`config.mk`:
```
export PLATFORM = sky130hd
export DESIGN_NAME = mipi_csi_packet_encoder
export DESIGN_NICKNAME = d
export VERILOG_FILES = /design/src/rtl/mipi_csi_packet_encoder.sv
export SDC_FILE = /design/constraint.sdc
export NUM_CORES = 1
export LEC_CHECK = 0
export ABC_AREA = 0
export ABC_CLOCK_PERIOD_IN_PS = 1900
export BUFFER_PORTS_ARGS = -buffer_cell sky130_fd_sc_hd__buf_2
export CORE_UTILIZATION = 45
export CTS_BUF_LIST = sky130_fd_sc_hd__clkbuf_4 sky130_fd_sc_hd__clkbuf_8
export DETAILED_ROUTE_END_ITERATION = 12
export PLACE_DENSITY = 0.67
export SYNTH_ARGS = -nofsm -noshare
export SYNTH_HDL_FRONTEND = slang
export SYNTH_SLANG_ARGS = --single-unit
```
`constraint.sdc`:
```
create_clock -name clk_i -period 1.9 [get_ports clk_i]
set_input_delay 0.19 -clock clk_i [delete_from_list [all_inputs] [get_ports clk_i]]
set_output_delay 0.19 -clock clk_i [all_outputs]
set_load 0.05 [all_outputs]
```
`src/rtl/mipi_csi_packet_encoder.sv`:
```
// CSI-2 packet framer: sync word, ECC-protected header, pass-through payload, CRC footer, idle trail.
// Define MIPI_CSI_TX_CRC_EN to compute the payload CRC16; otherwise the footer carries 16'h0000.
module mipi_csi_packet_encoder #(
    parameter logic [7:0]  SYNC_BYTE    = 8'hB8,
    parameter int unsigned TRAIL_CYCLES = 1
) (
    input  logic        clk_i,
    input  logic        rst_n_i,
    input  logic        pkt_req_i,
    input  logic [5:0]  pkt_dt_i,
    input  logic [1:0]  pkt_vc_i,
    input  logic [15:0] pkt_wc_i,
    output logic        pkt_ack_o,
    input  logic [31:0] pix_data_i,
    input  logic        pix_valid_i,
    output logic        pix_ready_o,
    output logic [31:0] data_o,
    output logic        data_valid_o,
    output logic        busy_o,
    output logic        err_o
);

    typedef enum logic [2:0] {IDLE, SYNC, HEADER, PAYLOAD, FOOTER, TRAIL} state_t;

    localparam logic [3:0] TRAIL_LD = 4'(TRAIL_CYCLES);

    state_t      state_q, state_d;
    logic [5:0]  dt_q, dt_d;
    logic [1:0]  vc_q, vc_d;
    logic [15:0] wc_q, wc_d;
    logic [15:0] cnt_q, cnt_d;
    logic [3:0]  trail_q, trail_d;
    logic [15:0] crc_q;
    logic [31:0] data_d;
    logic        valid_d, ack_d, err_d, ready_d, busy_d;
    logic [23:0] hdr24;

    // Each parity bit covers a fixed subset of the 24 header bits (CSI-2 Hamming ECC).
    function automatic logic [5:0] ecc6(input logic [23:0] d);
        logic [5:0] p;
        p[0] = ^(d & 24'hF12CB7);
        p[1] = ^(d & 24'hF2555B);
        p[2] = ^(d & 24'h749A6D);
        p[3] = ^(d & 24'hB8E38E);
        p[4] = ^(d & 24'hDF03F0);
        p[5] = ^(d & 24'hEFFC00);
        return p;
    endfunction

`ifdef MIPI_CSI_TX_CRC_EN
    logic [15:0] crc_d;

    // Reflected CRC16, four bytes per call in lane order 0..3, LSB first.
    function automatic logic [15:0] crc16_word(input logic [15:0] c, input logic [31:0] w);
        logic [15:0] r;
        r = c;
        for (int b = 0; b < 4; b++) begin
            r = r ^ {8'h00, w[8*b +: 8]};
            for (int i = 0; i < 8; i++)
                r = r[0] ? ((r >> 1) ^ 16'h8408) : (r >> 1);
        end
        return r;
    endfunction

    always_ff @(posedge clk_i) begin
        if (!rst_n_i) crc_q <= 16'hFFFF;
        else          crc_q <= crc_d;
    end
`else
    assign crc_q = 16'h0000;
`endif

    assign hdr24 = {wc_q, vc_q, dt_q};

    always_ff @(posedge clk_i) begin
        if (!rst_n_i) state_q <= IDLE;
        else          state_q <= state_d;
    end

    // Outputs for the next cycle are decided here and registered below, so every output is a flop.
    always_comb begin
        state_d = state_q;
        dt_d    = dt_q;
        vc_d    = vc_q;
        wc_d    = wc_q;
        cnt_d   = cnt_q;
        trail_d = trail_q;
        data_d  = 32'h0;
        valid_d = 1'b0;
        ack_d   = 1'b0;
        err_d   = 1'b0;
`ifdef MIPI_CSI_TX_CRC_EN
        crc_d   = crc_q;
`endif
        case (state_q)
            IDLE: begin
                if (pkt_req_i) begin
                    if (pkt_dt_i > 6'h0F && (pkt_wc_i == 16'h0 || pkt_wc_i[1:0] != 2'b00)) begin
                        err_d = 1'b1;
                    end else begin
                        dt_d    = pkt_dt_i;
                        vc_d    = pkt_vc_i;
                        wc_d    = pkt_wc_i;
                        cnt_d   = pkt_wc_i;
                        ack_d   = 1'b1;
                        state_d = SYNC;
`ifdef MIPI_CSI_TX_CRC_EN
                        crc_d   = 16'hFFFF;
`endif
                    end
                end
            end
            SYNC: begin
                data_d  = {4{SYNC_BYTE}};
                valid_d = 1'b1;
                state_d = HEADER;
            end
            HEADER: begin
                data_d  = {2'b00, ecc6(hdr24), hdr24};
                valid_d = 1'b1;
                if (dt_q > 6'h0F) begin
                    state_d = PAYLOAD;
                end else begin
                    state_d = TRAIL;
                    trail_d = TRAIL_LD;
                end
            end
            PAYLOAD: begin
                if (pix_valid_i && pix_ready_o) begin
                    data_d  = pix_data_i;
                    valid_d = 1'b1;
                    cnt_d   = cnt_q - 16'd4;
`ifdef MIPI_CSI_TX_CRC_EN
                    crc_d   = crc16_word(crc_q, pix_data_i);
`endif
                    if (cnt_q == 16'd4) state_d = FOOTER;
                end
            end
            FOOTER: begin
                data_d  = {16'h0000, crc_q};
                valid_d = 1'b1;
                state_d = TRAIL;
                trail_d = TRAIL_LD;
            end
            TRAIL: begin
                if (trail_q <= 4'd1) state_d = IDLE;
                else                 trail_d = trail_q - 4'd1;
            end
            default: state_d = IDLE;
        endcase
        ready_d = (state_d == PAYLOAD);
        busy_d  = (state_d != IDLE);
    end

    always_ff @(posedge clk_i) begin
        if (!rst_n_i) begin
            dt_q         <= 6'h0;
            vc_q         <= 2'h0;
            wc_q         <= 16'h0;
            cnt_q        <= 16'h0;
            trail_q      <= 4'h0;
            data_o       <= 32'h0;
            data_valid_o <= 1'b0;
            pkt_ack_o    <= 1'b0;
            err_o        <= 1'b0;
            pix_ready_o  <= 1'b0;
            busy_o       <= 1'b0;
        end else begin
            dt_q         <= dt_d;
            vc_q         <= vc_d;
            wc_q         <= wc_d;
            cnt_q        <= cnt_d;
            trail_q      <= trail_d;
            data_o       <= data_d;
            data_valid_o <= valid_d;
            pkt_ack_o    <= ack_d;
            err_o        <= err_d;
            pix_ready_o  <= ready_d;
            busy_o       <= busy_d;
        end
    end

endmodule

```
Word-level counts from Yosys, hierarchy flattened
Index checks and enable logic that the tools add are counted.
{"block": "word_totals", "regBits": 84, "in_bits": 60}
{"block": "op_classes", "eq_ne": 12, "n_lt_le_gt_ge": 3, "addsub": 2, "reduce_logical": 20, "mux": 20, "n_bitwise": 1}
{"op": "XOR reduction 24 bit", "count": 6}
{"op": "one-hot mux 32 bit (3 select lines)", "count": 1}
{"op": "2-to-1 mux 16 bit", "count": 3}
{"op": "2-to-1 mux 32 bit", "count": 1}
{"op": "one-hot mux 16 bit (2 select lines)", "count": 1}
{"op": "2-to-1 mux 3 bit", "count": 6}
{"op": "one-hot mux 3 bit (6 select lines)", "count": 1}
{"op": "equality test 16 x 3 -> 1 bit (second input constant)", "count": 1}
{"op": "zero test 16 bit", "count": 1}
{"op": "subtractor 16 x 3 -> 16 bit (second input constant)", "count": 1}
{"op": "greater-than comparator 6 x 4 -> 1 bit (second input constant)", "count": 2}
{"op": "one-hot mux 4 bit (3 select lines)", "count": 1}
{"op": "inequality test 2 bit (second input constant)", "count": 5}
{"op": "equality test 3 x 2 -> 1 bit (second input constant)", "count": 3}
{"op": "AND reduction 3 bit", "count": 3}
{"op": "2-to-1 mux 4 bit", "count": 2}
{"op": "equality test 3 bit (second input constant)", "count": 2}
{"op": "nonzero test 3 bit", "count": 2}
{"op": "<= comparator 4 x 1 -> 1 bit (second input constant)", "count": 1}
{"op": "AND reduction 4 bit", "count": 1}
{"op": "nonzero test 2 bit", "count": 2}
{"op": "subtractor 4 x 1 -> 4 bit (second input constant)", "count": 1}
{"op": "equality test 3 x 1 -> 1 bit (second input constant)", "count": 1}
{"op": "zero test 3 bit", "count": 1}
{"op": "other kinds (6)", "count": 9}

Depth between registers and ports, before layout
{"block": "logic_depth", "word_depth": 7, "depth_mapped": 9}

Worst setup path before layout
OpenSTA, ideal clock, no wires.
{"block": "synth_timing", "path_kind": "register -> register", "start": "register dt_q[4]", "end": "register data_o[24]", "stages_incl_launch_ff": 9, "path_buffers": 0, "required_ps": 1772, "path_slack_ps": 199, "arrival_time_ps": 1573, "cell_sequence": "dfxtp_1 -> inv_1 -> ha_1 -> xnor2_1 -> xnor3_1 -> xor2_1 -> xnor2_1 -> a22oi_1 -> nor2_1"}
{"block": "synth_via", "elab_chain_cells": 2}
{"element": "start, declared", "line": "28", "source": "logic [5:0] dt_q, dt_d;"}
{"element": "start signal, assigned", "line": "169", "source": "dt_q <= dt_d;"}
{"element": "XOR reduction 24 bit", "line": "41", "source": "p[0] = ^(d & 24'hF12CB7);"}
{"element": "one-hot mux 32 bit (3 select lines)", "line": "95", "source": "case (state_q)"}
{"element": "end signal, assigned", "line": "174", "source": "data_o <= data_d;"}
{"element": "end, declared", "line": "17", "source": "output logic [31:0] data_o,"}
Every way passes these cells.
A chain may end at the register's enable or synchronous reset.

Worst setup path in the final report
{"block": "layout_timing", "start": "register cnt_q[10]", "end": "register cnt_q[14]"}
{"block": "layout_via", "elab_chain_cells": 3}
{"element": "start, declared", "line": "31", "source": "logic [15:0] cnt_q, cnt_d;"}
{"element": "start signal, assigned", "line": "172", "source": "cnt_q <= cnt_d;"}
{"element": "subtractor 16 x 3 -> 16 bit", "line": "132", "source": "cnt_d = cnt_q - 16'd4;"}
{"element": "2-to-1 mux 16 bit", "line": "129", "source": "if (pix_valid_i && pix_ready_o) begin"}
{"element": "one-hot mux 16 bit (2 select lines)", "line": "95"}
Every way passes these cells. The select of a mux whose other input is x is not followed.

==> summary.md <==
| Metric | Value |
|---|---|
| Count of nets after finishing | 645 |
| Chip height | roughly 96 µm |
| Count of clock tree sinks | 84 |
| Remaining antenna violation count after routing | 0 |
| Clk slew on worst S/H paths | 0.09 ns |
| Remaining Overflow, GRT | 0 |
| Skew final | between 0.01 and 0.015 ns |
| Time the worst path needs with I/O delays and setup | around 1.8 ns |
| Filler cell count | between 700 and 800 |
| Count of TritonRoute iterations in the first routing pass | 4 |
| Final wirelength | 10460 µm |
| Setup fix buffers added after clock tree synthesis | 0 |
| Startpoint type of the worst setup path | flip-flop |
| Detailed placer's ending HPWL | around 7700 µm |
| Slew headroom | 0.6826 |
| Remaining DRCs | 0 |
| Number of distinct library cells after synthesis | 52 |
| Critical Setup Path Class | reg2reg |
| RSZ-0062 raised after global routing | no |
| Max-slew violation count | 0 |
| Hold violation total from the final report | 0 |
| Total power per unit cell area | roughly 960 nW/µm² |
| Post-detailed-route wirelength per cell | 15.16 µm |
| Synthesized instance count | between 400 and 500 |
| Maximum level of the CTS H-tree | 3 |
| Flip-flop and latch count after synthesis | 84 |
| Area added between synthesis and finish | 24.01% |
| Total of max-cap violations | 0 |
| Maximum number of pins on one net before global-route repair | 47 |
| Register area share after synthesis | 0.4229 |
| Clock tree root buffer cell | clkbuf_8 |
| Worst hold slack after final layout | approximately 0.064 ns |
| Ant diodes | 0 |
| Final cell area excluding filler cells | a little under 5000 µm² |
| Number of placement rows | 33 |
| Cell area after synthesis | 3976 µm² |
| Global placer's final weighted congestion | ~0.84 |
| Port Buffer Count | 96 |
| Total Power | 4741 µW |
| Worst endpoint required time | around 2.2 ns |
| Type of element capturing the critical path | flip-flop |
| Worst EP arrival | between 2 and 2.5 ns |
| Number of gates resized after cts | 0 |
| Max Freq | between 500 and 600 MHz |
| Number of primary I/O pins | 97 |
| Post-route setup TNS | 0 ns |
| Core footprint | around 8400 µm² |
| Overall routing resource usage | 0.2345 |
| Pleak | around 0.0020 µW |
| Worst vdd ir | 0.4364 mV |
| Total via count after detailed routing | 3699 |
| Source-to-sink clock delay at the later pin of the worst-skew pair | 0.36 ns |
| Synth warn | 0 |
| Fraction of final layout cells sized beyond drive strength 1 | 0.2598 |
| Number of enable flip-flop cells after synthesis | 0 |
| Clock tree buffer depth | 2 |
| Count of hold-fix buffers inserted at cts | 0 |
| Instance area at placement | roughly 4700 µm² |
| Die ar. | approximately 9000 µm² |
| Detail-routed via count per cell | approximately 5.4 |
| Starting density of the core | 0.4744 |
| Share of the clock period used by the worst path after layout | 0.9316 |
| Post-Syn Area per Cell | slightly above 8 µm² |
| Final-report setup violation count | 0 |
| Worst min-delay path category | in2reg |
| Number of antenna violations at the first check in global routing | 0 |
| Die Wd | 96 µm |
| Post-Route Utilization | 0.5883 |
| Via count of the first global-routing pass | about 3.4k |
| DRT iter0 DRCs | 190 |
| Share of async-settable or async-resettable flops after synthesis | 0 |
| Slew at the pin closest to its max-slew limit | 0.4760 ns |
| Largest fanout on the critical path | 6 |
| Outcome | complete, no violations |
| Synthesized Nets | between 500 and 600 |
| Wire length of the first global-routing pass | between 15000 and 20000 µm |
| Num CTS Buffers | 9 |
| Leading register cell type out of synthesis | dfxtp_1 |
| CTS tree | done |
-- placed cells by master, fill, tap and decap left out, types with 7 or more instances in the layout --
| cell type | Yosys | routed |
|---|---|---|
| nor3_1 | 9 | 8 |
| buf_4 | 1 | 18 |
| clkbuf_8 | 0 | 10 |
| xnor2_1 | 34 | 34 |
| a221oi_1 | 15 | 15 |
| a22oi_1 | 15 | 15 |
| o21ai_0 | 17 | 15 |
| nand3_1 | 7 | 7 |
| buf_2 | 9 | 96 |
| dfxtp_1 | 84 | 81 |
| inv_1 | 11 | 11 |
| xor2_1 | 9 | 9 |
| nor2_1 | 57 | 57 |
| nand2_1 | 81 | 81 |
| a21oi_1 | 52 | 52 |
-- stage by stage --
stage | instances | setup slack, ns
3_3_place_gp | 674 | 0.1361
2_1_floorplan | 480 | 0.1991
4_1_cts | 690 | 0.01284
3_5_place_dp | 674 | 0.04108
5_1_grt | 690 | 0.01392
6_report | 690 | 0.1299
-- kinds of logic after synthesis --
kind of cell	after synthesis	share of synthesized area
flip-flops	84	0.4229
buffers and inverters	41	0.04657
adder cells (fa/ha/maj)	5	0.01573
AO/OA/AOI/OAI	122	0.1938
XOR/XNOR	46	0.1117
AND/OR/NAND/NOR	182	0.2093
-- cell usage after synthesis, types with 2 or more instances --
master,n,area share
dfxtp_1,84,0.42
nand2_1,81,0.076
nor2_1,57,0.054
a21oi_1,52,0.065
xnor2_1,34,0.075
o21ai_0,17,0.021
clkbuf_1,16,0.015
a221oi_1,15,0.033
a22oi_1,15,0.028
inv_1,11,0.010
buf_2,9,0.011
nor3_1,9,0.011
xor2_1,9,0.020
nand3_1,7,0.0088
ha_1,5,0.016
nand3b_1,4,0.0076
a31oi_1,3,0.0047
and3_1,3,0.0047
nor4_1,3,0.0047
o21a_1,3,0.0057
o31ai_1,3,0.0057
xnor3_1,3,0.017
a21boi_0,2,0.0038
a21o_1,2,0.0038
and2_1,2,0.0031
buf_6,2,0.0057
nor4b_1,2,0.0044
o41ai_1,2,0.0044
or3_1,2,0.0031
-- routing by layer --
| layer | share of wire | GRT usage |
|---|---|---|
| met5 | 0 | 0 |
| met4 | 0.017 | 0.09328 |
| met3 | 0.055 | 0.03870 |
| met2 | 0.48 | 0.4102 |
| met1 | 0.45 | 0.2848 |
-- flip-flops by register name, summed over array words and instances, names as in the netlist --
| name | cells |
|---|---|
| busy_o | 1 |
| cnt_q | 16 |
| data_o | 32 |
| data_valid_o | 1 |
| dt_q | 6 |
| err_o | 1 |
| pix_ready_o | 1 |
| pkt_ack_o | 1 |
| state_q | 3 |
| trail_q | 4 |
| vc_q | 2 |
| wc_q | 16 |
-- worst max-delay path, cell delays in order, from the launching register on --
cell and delay (ns):
dfxtp_1 0.35, or3_1 0.47, or3_1 0.39, o31ai_1 0.28, nand2_1 0.09, a21oi_1 0.12
-- final timing paths --
path	start	endpoint	slack [ns]	cells after the start
max reg2reg	cnt_q[10]	cnt_q[14]	0.13	5
min reg2reg	dt_q[4]	dt_q[4]	0.49	2
min	pkt_dt_i[1]	dt_q[1]	0.06	3
max	cnt_q[10]	cnt_q[14]	0.13	5
-- report_power, final --
group          total [µW]  switching (µW)  internal [µW]
registers            1970             106           1870
logic                1300             735            569
clock network        1460             674            788
total                4740            1520           3230
-- cell type report --
type                    instances  area, µm²  share of cell area
flip-flops and latches         84       1685              0.3418
inverters                      11      41.29            0.008374
multi-input cells             355       2125              0.4309
clock buffers                  10      137.6             0.02791
well taps                     105      131.4             0.02664
repair buffers                119      715.7              0.1451
clock inverters                 6      95.09             0.01928
Power figures use the tool's default switching activity.
